===== src/rtl/ram_bus_arbiter.sv =====
// Shares one synchronous data RAM between the CPU datapath and an external loader/debug port.
// Latency: req seen in IDLE -> ACC next cycle -> WAIT -> done+rdata on the third cycle; one access per 3 cycles.
// Backpressure: level req held until done; optional EXT starvation guard under RAM_ARB_STARVE_GUARD_EN.
module ram_bus_arbiter #(
    parameter int AW       = 8,
    parameter int DW       = 8,
    parameter int MAX_WAIT = 4
) (
    input  logic          clk,
    input  logic          rst,

    input  logic          cpu_req,
    input  logic          cpu_we,
    input  logic [AW-1:0] cpu_addr,
    input  logic [DW-1:0] cpu_wdata,
    output logic          cpu_gnt,
    output logic          cpu_done,
    output logic [DW-1:0] cpu_rdata,

    input  logic          ext_req,
    input  logic          ext_we,
    input  logic [AW-1:0] ext_addr,
    input  logic [DW-1:0] ext_wdata,
    output logic          ext_gnt,
    output logic          ext_done,
    output logic [DW-1:0] ext_rdata,

    output logic          ram_ena,
    output logic          ram_read,
    output logic          ram_write,
    output logic [AW-1:0] ram_addr,
    output logic [DW-1:0] ram_wdata,
    input  logic [DW-1:0] ram_rdata
);

    typedef enum logic [1:0] {IDLE, ACC, WAIT} state_t;
    typedef enum logic {OWN_CPU, OWN_EXT} owner_t;

    state_t state;
    owner_t owner;
    logic   we;

    logic cpu_vld;
    logic ext_vld;
    logic ext_force;
    logic ext_win;
    logic cpu_win;
    logic win_we;

    if (MAX_WAIT < 1 || MAX_WAIT > 7) begin : g_max_wait_check
        $error("ram_bus_arbiter: MAX_WAIT must be in 1..7");
    end

    // A port finishing this cycle sits out one arbitration so the other port gets a turn.
    assign cpu_vld = cpu_req & ~cpu_done;
    assign ext_vld = ext_req & ~ext_done;
    assign ext_win = ext_vld & (~cpu_vld | ext_force);
    assign cpu_win = cpu_vld & ~ext_win;
    assign win_we  = ext_win ? ext_we : cpu_we;

`ifdef RAM_ARB_STARVE_GUARD_EN
    logic [2:0] ext_wait;

    assign ext_force = (ext_wait == 3'(MAX_WAIT));

    always_ff @(posedge clk or negedge rst) begin
        if (!rst) begin
            ext_wait <= '0;
        end else if (state == IDLE) begin
            if (ext_win) begin
                ext_wait <= '0;
            end else if (cpu_win && ext_vld && ext_wait != 3'd7) begin
                ext_wait <= ext_wait + 3'd1;
            end
        end
    end
`else
    assign ext_force = 1'b0;
`endif

    always_ff @(posedge clk or negedge rst) begin
        if (!rst) begin
            state     <= IDLE;
            owner     <= OWN_CPU;
            we        <= 1'b0;
            cpu_gnt   <= 1'b0;
            ext_gnt   <= 1'b0;
            cpu_done  <= 1'b0;
            ext_done  <= 1'b0;
            cpu_rdata <= '0;
            ext_rdata <= '0;
            ram_ena   <= 1'b0;
            ram_read  <= 1'b0;
            ram_write <= 1'b0;
            ram_addr  <= '0;
            ram_wdata <= '0;
        end else begin
            cpu_done <= 1'b0;
            ext_done <= 1'b0;
            case (state)
                IDLE: begin
                    if (cpu_win || ext_win) begin
                        state     <= ACC;
                        owner     <= ext_win ? OWN_EXT : OWN_CPU;
                        we        <= win_we;
                        ram_addr  <= ext_win ? ext_addr : cpu_addr;
                        ram_wdata <= ext_win ? ext_wdata : cpu_wdata;
                        ram_ena   <= 1'b1;
                        ram_read  <= ~win_we;
                        ram_write <= win_we;
                        cpu_gnt   <= cpu_win;
                        ext_gnt   <= ext_win;
                    end
                end
                ACC: begin
                    state     <= WAIT;
                    ram_ena   <= 1'b0;
                    ram_read  <= 1'b0;
                    ram_write <= 1'b0;
                end
                WAIT: begin
                    // RAM data from the ACC-cycle read strobe is valid now.
                    state   <= IDLE;
                    cpu_gnt <= 1'b0;
                    ext_gnt <= 1'b0;
                    if (owner == OWN_EXT) begin
                        ext_done <= 1'b1;
                        if (!we) ext_rdata <= ram_rdata;
                    end else begin
                        cpu_done <= 1'b1;
                        if (!we) cpu_rdata <= ram_rdata;
                    end
                end
                default: begin
                    state     <= IDLE;
                    cpu_gnt   <= 1'b0;
                    ext_gnt   <= 1'b0;
                    ram_ena   <= 1'b0;
                    ram_read  <= 1'b0;
                    ram_write <= 1'b0;
                end
            endcase
        end
    end

endmodule


===== config.mk =====
export PLATFORM = sky130hd
export DESIGN_NAME = ram_bus_arbiter
export DESIGN_NICKNAME = d
export VERILOG_FILES = /design/src/rtl/ram_bus_arbiter.sv
export SDC_FILE = /design/constraint.sdc
export NUM_CORES = 1
export LEC_CHECK = 0
export CAP_MARGIN = 20
export CORE_ASPECT_RATIO = 0.5
export CORE_MARGIN = 2
export CORE_UTILIZATION = 40
export DETAILED_ROUTE_END_ITERATION = 8
export PLACE_DENSITY = 0.89
export SYNTH_ARGS = -nofsm -noshare
export SYNTH_HDL_FRONTEND = slang
export SYNTH_SLANG_ARGS = --single-unit

===== constraint.sdc =====
create_clock -name clk -period 2.77 [get_ports clk]
set_clock_uncertainty 0.15 [all_clocks]
set_input_delay 0.554 -clock clk [delete_from_list [all_inputs] [get_ports clk]]
set_output_delay 0.554 -clock clk [all_outputs]
set_load 0.02 [all_outputs]

* After elaboration in Yosys (flattened, before gate mapping)
Index checks and enable logic that the tools add are counted.
Storage, ports and cells: logic and storage cells 57, input bits 46, output and inout port bits 39, register bits after elaboration 43
Operators by class: mux-type cells 20, reduce and logical (&&, ||, !) cells 7, bitwise gates (word level) 13, eq/ne operators 3
Operators with widths (count):
- two-way mux 8 bit | 2
- two-way mux 1 bit | 11
- one-hot mux 1 bit (2 select lines) | 5
- inverter 1 bit | 9
- AND reduction 2 bit | 3
- AND reduction 3 bit | 2
- AND 1 bit | 4
- one-hot mux 2 bit (2 select lines) | 1
- equality test 2 x 1 -> 1 bit, second input constant | 1
- equality test 2 bit, second input constant | 1
- logical NOT 2 bit | 1
- two-way mux 2 bit | 1
- inequality test 2 bit, second input constant | 1
- logical OR 1 bit | 1

* Longest topological paths before layout
depth in word-level cells 9, depth in mapped cells 5, gate-level depth less buffers 3

* Least setup slack after synthesis
No wires, ideal clock.
kind reg-to-reg, start point register cpu_done, end point register ram_addr[2], period minus slack after synthesis 1676 ps, data required time 2553 ps, library setup time 67 ps, arrival 1458 ps, setup slack 1094 ps, cell stages (with the launch flop) 6, cell sequence dfrtp_1 > nand2b_4 > buf_6 > a211oi_4 > buf_6 > o221a_1
Between the ends: cells in the longest elaborated chain, start to end 8, elaborated cells on any way between the ends 9, classes of those cells 1 x mux; 6 x bitwise; 2 x reduce/logical
RTL lines:
- from (decl) | line 17 | output logic cpu_done,
- from (signal assigned) | line 88 | cpu_done <= 1'b0;
- from (signal assigned) | line 98 | cpu_done <= 1'b0;
- from (signal assigned) | line 130 | cpu_done <= 1'b1;
- inverter 1 bit (*) | line 55 | assign cpu_vld = cpu_req & ~cpu_done;
- AND 1 bit (*) | line 55
- inverter 1 bit | line 57 | assign ext_win = ext_vld & (~cpu_vld | ext_force);
- AND 1 bit | line 57
- inverter 1 bit | line 58 | assign cpu_win = cpu_vld & ~ext_win;
- AND 1 bit | line 58
- logical OR 1 bit | line 102 | if (cpu_win || ext_win) begin
- AND reduction 2 bit (no source line)
- to (signal assigned) | line 106 | ram_addr <= ext_win ? ext_addr : cpu_addr;
- to (decl) | line 31 | output logic [AW-1:0] ram_addr,
Every way passes the cells marked *; elsewhere a longest branch is shown, timed or not. A chain may end at the register's enable or synchronous reset.

* Final worst setup path
start point register cpu_done, end point output port cpu_done
No word-level cell between the ends.

==> qor.yml <==
outcome:
  status: "complete, no violations"
grt:
  antenna_found_initial: 0
  grt.total_usage: 0.181
  globalRoute.totalOverflow: 0
  grt_max_degree: 44
  grt_pass1_wl_um: 7100
  grt_pass1_vias: 1480
route:
  first_pass_iters: 4
  drc: 0
  drt_iter0_drc: 37
  avgRoutedWirePerCell_um: 16.3
  routed_wl_um: 4430
  vias: 1376
  ant_nets: 0
  vias_per_cell: 5.06
layout:
  nFillCells: 332
  antenna_cells: 0
  nNetsFinal: 261
  post-route-util: 0.636
  stdcell_count: 272
  multiInputGateArea_um2: 703
  drive_gt1_frac: 0.200
  area_growth_pct: 51.5
  regArea_um2: 1080
  fin_area_um2: 2820
synth:
  synth.most_common_cell: "dfrtp_1"
  ys_async_sr_fraction: 1.00
  synthTopCellsByArea: "dfrtp_1 58%, mux2_2 9.1%, nand2b_1 6.1%"
  synthFlopType: "dfrtp_1"
  synth_edf_count: 0
  syn_area_um2: 1860
  synth-seq-area-share: 0.579
  ys_warn_count: 0
  synth_compound_area_frac: 0.143
  synth_top_family_by_area: "compound AO/OA/AOI/OAI gates"
  synth-adder-area-share: 0
  synth_mux_area_frac: 0.0970
  yosys.area.top_type_share: 0.579
  postSynthAreaPerCell_um2: 14.5
  synthSimpleGateAreaFrac: 0.139
  yosysUniqueCellTypes: 28
  synth.net_count: 174
  synth_common_cells: "43 x dfrtp_1, 18 x nand2b_1, 15 x mux2_2"
  synth_seq_cells: 43
  yosys.area.top_type: "dfrtp_1"
  synth_cells: 128
  synth_xor_area_frac: 0
power_and_ir_drop:
  leakagePower_uw: 0.00114
  p_per_area_nw_per_um2: 1100
  ir_worst_vdd_mv: 0.390
floorplan:
  ioPinCount: 85
  design.core.area_um2: 4420
  rows: 17
  die_h_um: 52.2
  die_w_um: 100
  die-area_um2: 5240
  initial_core_util: 0.420
sta:
  period_needed_ns: 2.05
  max_slew.worst_pin.slew_ns: 0.901
  finalSetupTns_ns: 0
  timing.final.ws_setup_ns: 0.718
  fmax_mhz: 487
  slew_violations: 0
  relSlewSlack: 0.399
  rsz0062_at_grt: "false"
  min_period_over_period: 0.741
  setup_viol: 0
  finalHoldViolations: 0
clock_tree:
  cts-root-buf: "clkbuf_8"
  cts_max_path_buffers: 2
  cts_tree: "done"
  cts-htree-levels: 2
  cts_resized: 0
  ctsHoldBuffers: 0
  cts_buffers: 5
  clkTransAtPathRegs_ns: 0.08
  clock-sinks: 43
  clk-insertion-delay-late_ns: 0.29
  cts_setup_buffers: 0
place:
  gp_congestion: 0.715
  dp.final_hpwl_um: 3250
  preCtsSetupSlack_ns: 0.633
  place.port_buffers: 84
  postPlaceCellArea_um2: 2730
  post-place-cells: 265
critical_path:
  path_cells: "clkdlybuf4s50_1"
  crit_type: "flip-flop to output port"
  worst_path_dominant_cell_family: "buffers and inverters"
  worstPathRequired_ns: 2.07
  startpoint_type: "flip-flop"
  r2r_start: "state[1]"
  crit_fanout: 3
  cp-end-kind: "output port"
  path_buf_inv: 1
  cp.arrival_ns: 1.35
  crit_start: "cpu_done"
  slowest_stage: "clkdlybuf4s50_1"
  critical-path-max-stage-delay_ns: 0.63
hold_path:
  hp-class: "input port to asynchronous set/reset pin"
job:
  cap_violations: 0
==> flip-flops by register name (all words and copies together) (netlist names), 2 cells and up <==
signal     cells
cpu_rdata      8
state          2
ram_wdata      8
ext_rdata      8
ram_addr       8
==> metal layers <==
layer	vias to the layer above	share of wire	track usage
li1	640	-	-
met1	684	0.40	0.211
met2	39	0.54	0.308
met3	13	0.043	0.0547
met4	0	0.021	0.0982
met5	-	0	0
==> power breakdown <==
group	internal [uW]	total, uW	leakage, uW	switching [uW]
Sequential	925	1150	0.000511	229
Combinational	852	1560	0.000577	710
Clock	195	394	0.0000470	199
==> stage by stage <==
stage                     hold slack (ns)  power (uW)
after floorplan                     0.108        2020
after global placement              0.308        2680
after detailed placement            0.327        2730
after CTS                           0.273        3140
after global routing                0.313        3290
final                               0.238        3110
==> path summary, 6_finish.rpt <==
path	depth (start not counted)	endpoint	slack, ns
worst max-delay path	1	cpu_done	0.72
worst min-delay path	1	ram_addr[6]	0.24
worst max register to register	4	cpu_rdata[1]	0.90
worst min register to register	1	cpu_rdata[0]	0.34
max in group asynchronous	1	ext_done	1.67
min in group clk	1	cpu_rdata[0]	0.34
==> cell families after synthesis <==
| logic type | after synthesis |
|---|---|
| AND/OR/NAND/NOR | 32 |
| multiplexers | 16 |
| flip-flops | 43 |
| buffers and inverters | 11 |
| AO/OA/AOI/OAI | 26 |
==> layout make-up <==
cell class / instances / area share
Clock buffer: 6 / 0.0293
Sequential cell: 43 / 0.382
Clock inverter: 1 / 0.00178
Multi-Input combinational cell: 74 / 0.250
Tap cell: 57 / 0.0253
Timing Repair Buffer: 88 / 0.308
Inverter: 3 / 0.00400
==> placed cells by master, fill, tap and decap left out <==
cell              n
dfrtp_1          43
nor2b_1           3
and3b_2           1
or2_2             1
a21oi_1           2
nand2_1           1
o211a_1           1
clkinv_2          1
nand3_1           1
inv_1             3
mux2_2           15
and3b_1           1
o21ai_0           2
o21ba_2           1
nand3b_1          1
clkdlybuf4s50_1  83
nand2b_4          1
a211oi_4          1
o311ai_0          2
nand2b_1         18
nor4b_4           2
nor3b_2           1
o221a_2           7
clkbuf_8          6
o221a_1           9
o21bai_1          1
buf_2             1
mux2_1            1
nand2_4           1
buf_4             4
(Power assumes the default switching activity.)
